<file path="config.mk">
export PLATFORM = sky130hd
export DESIGN_NAME = jtframe_romrq
export DESIGN_NICKNAME = d
export VERILOG_FILES = /design/src/rtl/jtframe_romrq.sv
export SDC_FILE = /design/constraint.sdc
export NUM_CORES = 1
export LEC_CHECK = 0
export BUFFER_PORTS_ARGS = -buffer_cell sky130_fd_sc_hd__buf_4
export CAP_MARGIN = 30
export CELL_PAD_IN_SITES_DETAIL_PLACEMENT = 1
export CELL_PAD_IN_SITES_GLOBAL_PLACEMENT = 2
export CORE_MARGIN = 4
export CORE_UTILIZATION = 38
export CTS_CLUSTER_DIAMETER = 50
export DETAILED_ROUTE_END_ITERATION = 10
export PLACE_DENSITY = 0.87
export SLEW_MARGIN = 5
export SYNTH_ARGS = -nofsm -noshare
export SYNTH_HDL_FRONTEND = slang
export SYNTH_SLANG_ARGS = --single-unit
</file>
<file path="constraint.sdc">
create_clock -name clk -period 5.13 [get_ports clk]
set_input_delay 1.026 -clock clk [delete_from_list [all_inputs] [get_ports clk]]
set_output_delay 1.026 -clock clk [all_outputs]
set_load 0.03 [all_outputs]
</file>
<file path="src/rtl/jtframe_romrq.sv">
`default_nettype none
// +--------------------------------------------------------------------------+
// | Module      : jtframe_romrq                                              |
// | Description : Game-side ROM request cache in front of an SDRAM           |
// |               controller. Fetches 32-bit words and serves DW-wide        |
// |               slices, with a small tag cache and one fetch in flight.    |
// | Config      : JTFRAME_ROMRQ_CACHE_EN -> 2-entry round-robin cache,       |
// |               otherwise a single entry.                                  |
// | Revision    : 1.0 - initial release                                      |
// +--------------------------------------------------------------------------+
module jtframe_romrq #(
  parameter int AW = 18,
  parameter int DW = 8
) (
  input  logic          clk,
  input  logic          rst_n,
  input  logic          clr,
  input  logic [21:0]   offset,
  input  logic [AW-1:0] addr,
  input  logic          addr_ok,
  output logic [DW-1:0] dout,
  output logic          data_ok,
  output logic          sdram_req,
  output logic [21:0]   sdram_addr,
  input  logic          sdram_ack,
  input  logic          data_rdy,
  input  logic [31:0]   data_read
);

  // Number of DW-wide units per 32-bit word is 2**SH
  localparam int SH = (DW == 8) ? 2 : ((DW == 16) ? 1 : 0);
  localparam int TW = AW - SH;

`ifdef JTFRAME_ROMRQ_CACHE_EN
  localparam int NE = 2;
`else
  localparam int NE = 1;
`endif

  typedef enum logic [1:0] {
    S_IDLE = 2'd0,
    S_REQ  = 2'd1,
    S_WAIT = 2'd2
  } state_t;

  state_t          r_state;
  state_t          w_state_nxt;

  logic [TW-1:0]   w_tag;
  logic [TW:0]     w_word;
  logic [21:0]     w_fetch;

  logic [NE-1:0]   r_valid;
  logic [TW-1:0]   r_tag  [NE];
  logic [31:0]     r_data [NE];
  logic [NE-1:0]   w_sel;

  logic            w_hit;
  logic [31:0]     w_hword;
  logic            w_start;
  logic            w_fill;
  logic [DW-1:0]   w_sub_hit;
  logic [DW-1:0]   w_sub_rd;

  logic            r_req;
  logic [21:0]     r_saddr;
  logic [TW-1:0]   r_ftag;
  logic            r_drop;
  logic            r_ok;
  logic [DW-1:0]   r_dout;

  // Word address of the 32-bit word holding addr; wraps inside the 22-bit space
  assign w_tag   = addr[AW-1:SH];
  assign w_word  = {w_tag, 1'b0};
  assign w_fetch = offset + 22'(w_word);

  // Tag lookup across all cache entries
  always_comb begin
    w_hit   = 1'b0;
    w_hword = '0;
    for (int i = 0; i < NE; i++) begin
      if (r_valid[i] && (r_tag[i] == w_tag)) begin
        w_hit   = 1'b1;
        w_hword = r_data[i];
      end
    end
  end

  // Little-endian slice of the hit word and of the word arriving from SDRAM
  generate
    if (DW == 8) begin : g_dw8
      assign w_sub_hit = w_hword[{addr[1:0], 3'b000} +: 8];
      assign w_sub_rd  = data_read[{addr[1:0], 3'b000} +: 8];
    end else if (DW == 16) begin : g_dw16
      assign w_sub_hit = w_hword[{addr[0], 4'b0000} +: 16];
      assign w_sub_rd  = data_read[{addr[0], 4'b0000} +: 16];
    end else begin : g_dw32
      assign w_sub_hit = w_hword;
      assign w_sub_rd  = data_read;
    end
  endgenerate

`ifdef JTFRAME_ROMRQ_CACHE_EN
  logic r_ptr;

  // Round-robin victim pointer, advanced on every fill
  always_ff @(posedge clk) begin
    if (!rst_n)      r_ptr <= 1'b0;
    else if (w_fill) r_ptr <= ~r_ptr;
  end

  assign w_sel = {r_ptr, ~r_ptr};
`else
  assign w_sel = 1'b1;
`endif

  // Cache storage: clr wipes the valid bits and beats a simultaneous fill
  always_ff @(posedge clk) begin
    if (!rst_n) begin
      r_valid <= '0;
    end else if (clr) begin
      r_valid <= '0;
    end else begin
      for (int i = 0; i < NE; i++) begin
        if (w_fill && w_sel[i]) begin
          r_valid[i] <= 1'b1;
          r_tag[i]   <= r_ftag;
          r_data[i]  <= data_read;
        end
      end
    end
  end

  // FSM state register
  always_ff @(posedge clk) begin
    if (!rst_n) r_state <= S_IDLE;
    else        r_state <= w_state_nxt;
  end

  // FSM next state; a fetch always runs to data_rdy, clr only suppresses the fill
  always_comb begin
    w_state_nxt = r_state;
    w_start     = 1'b0;
    w_fill      = 1'b0;
    case (r_state)
      S_IDLE: begin
        if (addr_ok && !w_hit) begin
          w_state_nxt = S_REQ;
          w_start     = 1'b1;
        end
      end
      S_REQ: begin
        if (sdram_ack) w_state_nxt = S_WAIT;
      end
      S_WAIT: begin
        if (data_rdy) begin
          w_state_nxt = S_IDLE;
          w_fill      = !clr && !r_drop;
        end
      end
      default: w_state_nxt = S_IDLE;
    endcase
  end

  // SDRAM request handshake and bookkeeping of the tag being fetched
  always_ff @(posedge clk) begin
    if (!rst_n) begin
      r_req   <= 1'b0;
      r_saddr <= '0;
      r_ftag  <= '0;
      r_drop  <= 1'b0;
    end else if (w_start) begin
      r_req   <= 1'b1;
      r_saddr <= w_fetch;
      r_ftag  <= w_tag;
      r_drop  <= 1'b0;
    end else begin
      if ((r_state == S_REQ) && sdram_ack) r_req <= 1'b0;
      if ((r_state != S_IDLE) && clr)      r_drop <= 1'b1;
    end
  end

  // Registered data path: forward the filling word, else serve cache hits
  always_ff @(posedge clk) begin
    if (!rst_n) begin
      r_ok   <= 1'b0;
      r_dout <= '0;
    end else if (clr) begin
      r_ok   <= 1'b0;
    end else if (w_fill && addr_ok && (w_tag == r_ftag)) begin
      r_ok   <= 1'b1;
      r_dout <= w_sub_rd;
    end else if (addr_ok && w_hit) begin
      r_ok   <= 1'b1;
      r_dout <= w_sub_hit;
    end else begin
      r_ok   <= 1'b0;
    end
  end

  assign sdram_req  = r_req;
  assign sdram_addr = r_saddr;
  assign data_ok    = r_ok;
  assign dout       = r_dout;

endmodule
`default_nettype wire

</file>
==> results of run 1 <==
## through the flow
step,util,std cells
2_1_floorplan,-,416
3_3_place_gp,0.466,683
3_5_place_dp,0.468,684
4_1_cts,0.495,700
5_1_grt,0.495,700
6_report,0.495,700
## worst reg2reg max path: stages, from the launching register on
cell      delay, ns
dfxtp_1        0.47
nand2_1        0.10
nor4_2         0.31
nand4_1        0.13
or4_1          0.91
a21boi_1       0.29
o21ai_1        0.48
o22ai_1        0.16
## cell families (layout without fill, tap and decap cells)
kind of cell,Yosys count,after routing,share of synthesized area
xor+xnor,47,47,0.0835
compound gates,72,72,0.0942
buf+inv,27,139,0.0231
mux,55,55,0.156
flops,100,100,0.504
fa+ha+maj,17,17,0.0447
simple gates,98,98,0.0950
## cell type report
cell class              count  share of cell area
clock inverters             5              0.0171
flip-flops and latches    100               0.396
clock buffers              11              0.0387
inverters                  12             0.00718
multi-input cells         289               0.372
well taps                 172              0.0343
repair buffers            111               0.135
## synthesized netlist by cell type (9+ instances only)
cell       n  area [um2]
a21oi_1   19        95.1
dfxtp_1   52        1040
edfxtp_1  48        1440
ha_1      16         200
inv_1     11        41.3
mux2i_1   38         380
mux4_2    12         270
nand2_1   17        63.8
nor2_1    40         150
o21ai_0    9        45.0
o22ai_1   12        75.1
xnor2_1   24         210
xor2_1    23         201
## flip-flops by register name, summed over array words and instances, names as in the netlist, 2 cells and up
name / flops
r_data: 32
r_ftag: 16
dout: 8
r_tag: 16
sdram_addr: 22
r_state: 2
## metal layers
| layer | GRT usage | up-vias |
|---|---|---|
| met5 | 0 | - |
| met4 | 0.0420 | 0 |
| met3 | 0.0534 | 14 |
| met2 | 0.316 | 92 |
| met1 | 0.225 | 1824 |
| li1 | - | 1768 |
## where the power goes
group	switching, W	internal [W]	leakage (nW)
combinational	0.000193	0.000164	1.51
sequential	0.0000220	0.000867	0.855
clock	0.000305	0.000494	0.171
total	0.000520	0.00152	2.53
## worst max-delay path by stage
stage,from,end,slack [ns],depth (start not counted)
floorplan,offset[1],sdram_addr[19]$_SDFFE_PN0P_,1.76,9
global placement,addr[2],sdram_addr[19]$_SDFFE_PN0P_,1.36,10
detailed placement,addr[2],sdram_addr[21]$_SDFFE_PN0P_,1.21,10
CTS,addr[2],sdram_addr[21]$_SDFFE_PN0P_,1.52,10
global route,addr[2],sdram_addr[21]$_SDFFE_PN0P_,1.35,10
finish,addr[2],sdram_addr[21]$_SDFFE_PN0P_,1.51,10
==> results.tsv, run 1 <==
metric	value	unit
status	finished, final reports clean	
clock_sinks	100	
p_total	0.00205	W
dpl.hpwl	9720	um
yosysUniqueCellTypes	53	
cap_viol_max_count	0	
antenna_found_initial	0	
relSlewSlack	0.502	
cts_setup_buffers	0	
critPathSlowestCell	a2111oi_0	
first_global_vias	3985	
ys.warnings.count	0	
grt_pass1_wl	20900	um
ys_seq_area_frac	0.504	
grt_overflow	0	
path_cells	buf_4 -> ha_1 -> fa_1 -> a211oi_1 -> o21ai_1 -> a221o_1 -> a2111oi_0 -> nor3_1 -> xnor2_1 -> a21oi_1	
whs_path_depth	2	
clk_latency	0.35	ns
finalHoldViolations	0	
holdPathEnd	sdram_addr[10]$_SDFFE_PN0P_	
routed_wl	13000	um
final_antenna_net_count	0	
synthArstFlopShare	0	
hold_class	reg2reg	
rr_startpoint	r_state[1]$_SDFFE_PN0P_	
coreArea	12700	um2
cpPeakStageDelay	0.62	ns
period_minus_slack	3.62	ns
wl_per_cell	18.5	um
route.met2.wl	6550	um
ys.flop_type	dfxtp_1	
setup_viol	0	
synth_seq_cells	100	
root_buffer	clkbuf_16	
vdd_drop_max	0.147	mV
final-seq-area	2480	um2
drive_gt1_frac	0.278	
finalInstanceArea	6280	um2
htreeDepth	3	
synthCells	416	
worst_hold_slack	0.479	ns
arrival	3.82	ns
powerDensity	326	nW/um2
worstMarginPinSlew	0.747	ns
reg2reg_depth	7	
critPathMaxFanout	4	
rsz0062_at_grt	false	
die_area	14900	um2
pin_count	110	
syn_avg_cell_area	11.8	um2
cts-resized-gates	0	
crit_path_end_kind	register	
path_buf_inv	1	
syn-num-nets	511	
finClkSkew	0.00818	ns
grt_max_degree	47	
holdBufCountCts	0	
netlist_area	4930	um2
fin_nets	618	
drc	0	
fin_ws	1.51	ns
met3WireLength	758	um
worstHoldStart	sdram_addr[10]$_SDFFE_PN0P_	
dieHeight	122	um
fin_tns_setup	0	ns
final_cell_mix	buf_4 (110), dfxtp_1 (52), edfxtp_1 (48), nor2_1 (40), mux2i_1 (38)	
cts_tree	built	
rr_endpoint	dout[5]$_SDFFE_PN0P_	
area_growth	27.4	%
portBuffers	109	
synth-edff-count	48	
r2r_slack	2.15	ns
placementRows	41	
met1_length	5520	um
gp_congestion	0.797	
period_share	0.705	
drv_slew	0	
cts.path.max_buffers	2	
vias	3698	
top_layer	met4	
max_freq	276	MHz
multi_input_area	2340	um2
drt_first_pass_iters	5	
leakage	2.53	nW
track_usage	0.182	
critPathTopFamily	compound AO/OA/AOI/OAI gates	
worstSetupPathType	in2reg	
numCtsBuffers	9	
first_iter_violations	221	
dp_slack	1.21	ns
initial_utilization	0.389	
place_area	5930	um2
diodes	0	
layout_commonest_cell	buf_4	
worstSetupStartpointType	input port	
via_per_inst	5.28	
cp_data_required_time	5.33	ns
fillers	1375	
die_x	122	um
clk_pin_slew_worst_paths	0.07	ns
Note: power is estimated with default switching activity, not from simulation.
==> inputs of run 2 (changes only) <==
--- a/config.mk
+++ b/config.mk
@@ -10,10 +10,10 @@
 export CELL_PAD_IN_SITES_DETAIL_PLACEMENT = 1
 export CELL_PAD_IN_SITES_GLOBAL_PLACEMENT = 2
 export CORE_MARGIN = 4
-export CORE_UTILIZATION = 38
+export CORE_UTILIZATION = 32
 export CTS_CLUSTER_DIAMETER = 50
 export DETAILED_ROUTE_END_ITERATION = 10
-export PLACE_DENSITY = 0.87
+export PLACE_DENSITY = 0.78
 export SLEW_MARGIN = 5
 export SYNTH_ARGS = -nofsm -noshare
 export SYNTH_HDL_FRONTEND = slang
==> constraint.sdc (replaced) <==
create_clock -name clk -period 3.2 [get_ports clk]
set_input_delay 0.64 -clock clk [delete_from_list [all_inputs] [get_ports clk]]
set_output_delay 0.64 -clock clk [all_outputs]
set_load 0.03 [all_outputs]
==> results.tsv, run 2 (same netlist as run 1, synthesis figures left out) <==
metric	value	unit	change
holdBufCountCts	0		unchanged
clock_sinks	100		unchanged
grt_use_met1	0.192		was 0.225
root_buffer	clkbuf_16		unchanged
initial_utilization	0.325		was 0.389
finalHoldViolations	0		unchanged
largest_register_ffs	32		unchanged
grt_busiest_layer	met2		unchanged
drv_slew	0		unchanged
pin_count	110		unchanged
track_usage	0.154		was 0.182
met3_usage	0.0489		was 0.0534
period_share	0.933		
leakage	2.58	nW	was 2.53 nW
routed_wl	13300	um	was 13000 um
worstSetupPathType	in2reg		unchanged
cts-resized-gates	0		unchanged
hold_class	in2reg		was reg2reg
path_buf_inv	2		was 1
drc	0		unchanged
cts_tree	built		unchanged
clk_latency	0.35	ns	about the same
coreArea	15100	um2	was 12700 um2
layout_commonest_cell	buf_4		unchanged
portBuffers	109		unchanged
place_area	6040	um2	was 5930 um2
cp_data_required_time	3.43	ns	was 5.33 ns
first_global_vias	3985		unchanged
grt_max_degree	37		was 47
via_per_inst	5.12		was 5.28
clk_pin_slew_worst_paths	0.07	ns	about the same
drt_first_pass_iters	4		was 5
dieHeight	132	um	was 122 um
dpl.hpwl	9930	um	was 9720 um
gp_congestion	0.786		was 0.797
diodes	0		unchanged
top_register	r_data		unchanged
numCtsBuffers	9		unchanged
crit_top_cell	buf_4		
arrival	3.21	ns	was 3.82 ns
worstSetupStartpointType	input port		unchanged
area_growth	29.1	%	was 27.4%
cts_setup_buffers	0		unchanged
relSlewSlack	0.644		was 0.502
final_util	0.420		was 0.495
critPathSlowestCell	a2111oi_0		unchanged
cpPeakStageDelay	0.41	ns	was 0.62 ns
crit_path_end_kind	register		unchanged
grt_overflow	0		unchanged
path_cells	buf_4 -> ha_1 -> fa_1 -> a211oi_1 -> o21ai_1 -> a221o_1 -> a2111oi_0 -> buf_4 -> nor3b_1 -> xnor2_1 -> a21oi_1		was buf_4 -> ha_1 -> fa_1 -> a211oi_1 -> o21ai_1 -> a221o_1 -> a2111oi_0 -> nor3_1 -> xnor2_1 -> a21oi_1
finClkSkew	0.00723	ns	was 0.00818 ns
critPathMaxFanout	3		was 4
cap_viol_max_count	0		unchanged
htreeDepth	3		unchanged
worstMarginPinSlew	0.529	ns	was 0.747 ns
first_iter_violations	211		was 221
period_minus_slack	2.98	ns	
status	finished, final reports clean		unchanged
setup_viol	0		unchanged
drive_gt1_frac	0.298		was 0.278
die_area	17400	um2	was 14900 um2
final_cell_mix	buf_4 (123), dfxtp_1 (52), edfxtp_1 (48), nor2_1 (40), mux2i_1 (38)		was buf_4 (110), dfxtp_1 (52), edfxtp_1 (48), nor2_1 (40), mux2i_1 (38)
use_met2	0.259		was 0.316
fin_nets	631		was 618
vdd_drop_max	0.225	mV	was 0.147 mV
grt_pass1_wl	21300	um	was 20900 um
die_x	132	um	was 122 um
final_antenna_net_count	0		unchanged
powerDensity	502	nW/um2	was 326 nW/um2
placementRows	45		was 41
antenna_found_initial	0		unchanged
finalInstanceArea	6360	um2	was 6280 um2
wl_per_cell	18.2	um	was 18.5 um
rsz0062_at_grt	false		unchanged
critPathTopFamily	compound AO/OA/AOI/OAI gates		unchanged
max_freq	335	MHz	
vias	3729		was 3698
cts.path.max_buffers	2		unchanged
[run 2: cell count changes in the layout (fill, tap and decap cells not counted), sizes merged]
cell / previous run / this run
inv: 14 / 12
clkinv: 0 / 4
buf: 111 / 124
clkbuf: 11 / 9
bufinv: 3 / 2
clkinvlp: 0 / 1
[run 2: metal layers]
| layer | share of wire | up-vias | wire length, um |
|---|---|---|---|
| met1 | 0.45 | 1822 | 5980 |
| met2 | 0.48 | 102 | 6380 |
| met3 | 0.055 | 17 | 728 |
| li1 | - | 1788 | - |
| met5 | 0 | - | 0 |
| met4 | 0.014 | 0 | 182 |
[run 2: path summary, 6_finish.rpt]
kind                                         startpoint                           to  slack [ns]  cells after the start
worst max register to register  r_state[1]$_SDFFE_PN0P_         dout[7]$_SDFFE_PN0P_        0.60                      7
worst min-delay path                       data_read[2]       r_data[0][2]$_DFFE_PP_        0.47                      1
worst max-delay path                          offset[1]  sdram_addr[19]$_SDFFE_PN0P_        0.22                     11
worst min register to register     dout[3]$_SDFFE_PN0P_         dout[3]$_SDFFE_PN0P_        0.48                      2
[run 2: layout make-up]
type | count | area (um2)
Clock buffer | 9 | 225
Fill cell | 1629 | 8790
Timing Repair Buffer | 124 | 943
Clock inverter | 7 | 91.3
Multi-Input combinational cell | 289 | 2340
Inverter | 12 | 45.0
Sequential cell | 100 | 2480
Tap cell | 188 | 235
[run 2: per-stage QoR]
stage	hold slack [ns]	TNS, ns	cells	setup WS, ns	power [W]
floorplan	0.449	0	416	0.217	0.00180
global placement	0.458	-0.141	713	-0.0727	0.00203
detailed placement	0.464	-0.384	713	-0.152	0.00204
CTS	0.456	0	729	0.219	0.00323
global route	0.451	0	729	0.143	0.00334
finish	0.473	0	729	0.215	0.00319
[run 2: power by group]
| group | leakage, nW | internal (W) | switching (W) | total (W) |
|---|---|---|---|---|
| Combinational | 1.57 | 0.000276 | 0.000316 | 0.000592 |
| Sequential | 0.855 | 0.00139 | 0.0000333 | 0.00142 |
| Clock | 0.155 | 0.000683 | 0.000492 | 0.00117 |
==> inputs of run 3 (changes only) <==
--- a/config.mk
+++ b/config.mk
@@ -5,7 +5,7 @@
 export SDC_FILE = /design/constraint.sdc
 export NUM_CORES = 1
 export LEC_CHECK = 0
-export BUFFER_PORTS_ARGS = -buffer_cell sky130_fd_sc_hd__buf_4
+export BUFFER_PORTS_ARGS = -buffer_cell sky130_fd_sc_hd__buf_2
 export CAP_MARGIN = 30
 export CELL_PAD_IN_SITES_DETAIL_PLACEMENT = 1
 export CELL_PAD_IN_SITES_GLOBAL_PLACEMENT = 2
==> constraint.sdc (replaced) <==
create_clock -name clk -period 2.66 [get_ports clk]
set_input_delay 0.532 -clock clk [delete_from_list [all_inputs] [get_ports clk]]
set_output_delay 0.532 -clock clk [all_outputs]
set_load 0.03 [all_outputs]
==> results.tsv, run 3 (same netlist as run 1, synthesis figures left out) <==
metric	value	unit	change
status	finished, final reports clean		unchanged
cap_viol_max_count	0		unchanged
period_minus_slack	2.52	ns	
leakage	2.65	nW	was 2.58 nW
drive_gt1_frac	0.348		was 0.298
critPathMaxFanout	3		unchanged
dpl.hpwl	10300	um	was 9930 um
portBuffers	109		unchanged
cts.path.max_buffers	2		unchanged
worstSetupStartpointType	input port		unchanged
max_freq	397	MHz	
first_iter_violations	185		was 211
layout_commonest_cell	buf_2		was buf_4
top_register	r_data		unchanged
rsz0062_at_grt	true		was false
hold_class	in2reg		unchanged
finalInstanceArea	6350	um2	was 6360 um2
clk_latency	0.34	ns	was 0.35 ns
first_global_vias	4172		was 3985
largest_register_ffs	32		unchanged
worstHoldStart	data_read[16]		was data_read[2]
setup_viol	0		unchanged
htreeDepth	3		unchanged
drv_slew	0		unchanged
arrival	2.77	ns	was 3.21 ns
dp_slack	-0.405	ns	was -0.152 ns
dieHeight	132	um	unchanged
area_growth	28.8	%	was 29.1%
antenna_found_initial	0		unchanged
worstMarginPinSlew	0.612	ns	was 0.529 ns
finClkSkew	0.00631	ns	was 0.00723 ns
diodes	0		unchanged
cts_tree	built		unchanged
vdd_drop_max	0.331	mV	was 0.225 mV
fin_nets	665		was 631
grt_pass1_wl	21500	um	was 21300 um
pin_count	110		unchanged
via_per_inst	5.06		was 5.12
final_antenna_net_count	0		unchanged
relSlewSlack	0.589		was 0.644
gp_congestion	0.795		was 0.786
period_share	0.946		
coreArea	15100	um2	unchanged
final_cell_mix	buf_2 (109), dfxtp_1 (52), edfxtp_1 (48), buf_4 (47), nor2_1 (40)		was buf_4 (123), dfxtp_1 (52), edfxtp_1 (48), nor2_1 (40), mux2i_1 (38)
rr_startpoint	r_ftag[7]$_SDFFE_PN0P_		was r_state[1]$_SDFFE_PN0P_
cp_data_required_time	2.92	ns	was 3.43 ns
drc	0		unchanged
final_util	0.419		was 0.420
vias	3863		was 3729
powerDensity	573	nW/um2	was 502 nW/um2
track_usage	0.154		about the same
numCtsBuffers	9		unchanged
worst_hold_slack	0.373	ns	was 0.473 ns
fillers	1678		was 1629
die_x	132	um	unchanged
crit_path_end_kind	register		unchanged
worstSetupPathType	in2reg		unchanged
initial_utilization	0.325		unchanged
die_area	17400	um2	unchanged
routed_wl	13300	um	about the same
grt_max_degree	37		unchanged
holdBufCountCts	0		unchanged
wl_per_cell	17.5	um	was 18.2 um
crit_start	addr[2]		was offset[1]
fin_ws	0.142	ns	was 0.215 ns
placementRows	45		unchanged
drt_first_pass_iters	4		unchanged
grt_overflow	0		unchanged
clock_sinks	100		unchanged
root_buffer	clkbuf_16		unchanged
place_area	6060	um2	was 6040 um2
clk_pin_slew_worst_paths	0.07	ns	about the same
finalHoldViolations	0		unchanged
[run 3: changes by cell type in the layout (fill, tap and decap cells not counted), moves of 2 or more]
cell / before / now
buf_2: 0 / 109
a2111oi_0: 2 / 0
clkinvlp_4: 1 / 3
buf_4: 123 / 47
bufinv_16: 2 / 0
[run 3: layout make-up]
| cell class | instances | area (um2) | share of cell area |
|---|---|---|---|
| flip-flops and latches | 100 | 2480 | 0.391 |
| inverters | 12 | 45.0 | 0.00710 |
| clock inverters | 6 | 41.3 | 0.00651 |
| well taps | 188 | 235 | 0.0371 |
| clock buffers | 10 | 229 | 0.0361 |
| repair buffers | 158 | 938 | 0.148 |
| multi-input cells | 289 | 2380 | 0.374 |
[run 3: final timing paths]
check / to / slack (ns) / depth (start not counted)
hold reg to reg: dout[6]$_SDFFE_PN0P_ / 0.47 / 2
setup reg to reg: dout[4]$_SDFFE_PN0P_ / 0.22 / 8
hold / removal: r_data[0][16]$_DFFE_PP_ / 0.37 / 1
setup / recovery: sdram_addr[17]$_SDFFE_PN0P_ / 0.14 / 10
[run 3: critical path: stages]
cell and delay, ns:
buf_2 0.12, ha_4 0.16, fa_2 0.36, a211oi_2 0.22, o21ai_1 0.13, a221o_1 0.40, a211o_1 0.31, a21o_1 0.18
and2_1 0.15, o32ai_1 0.20
[run 3: repair_timing]
action | 4_1_cts | 5_1_grt
setup buffers | 0 | 0
gates cloned | 0 | 0
endpoints found under the setup margin | 1 | 12
resized for setup | 1 | 3
pin swaps | 0 | 1
[run 3: through the flow]
stage	setup TNS [ns]	instances	total power, W
2_1_floorplan	0	416	0.00217
3_3_place_gp	-4.49	747	0.00245
3_5_place_dp	-6.29	747	0.00247
4_1_cts	0	763	0.00369
5_1_grt	-0.00887	763	0.00384
6_report	0	763	0.00363
[run 3: per-layer routing]
metal	up-vias	global-route usage	part of all wire
met5	-	0	0
met4	0	0.0315	0.0080
met3	14	0.0466	0.066
met2	121	0.265	0.49
met1	1870	0.191	0.44
li1	1858	-	-
[run 3: power by group]
part	internal [W]	switching, W
sequential	0.00167	0.0000360
combinational	0.000331	0.000399
clock	0.000632	0.000565
total	0.00264	0.00100
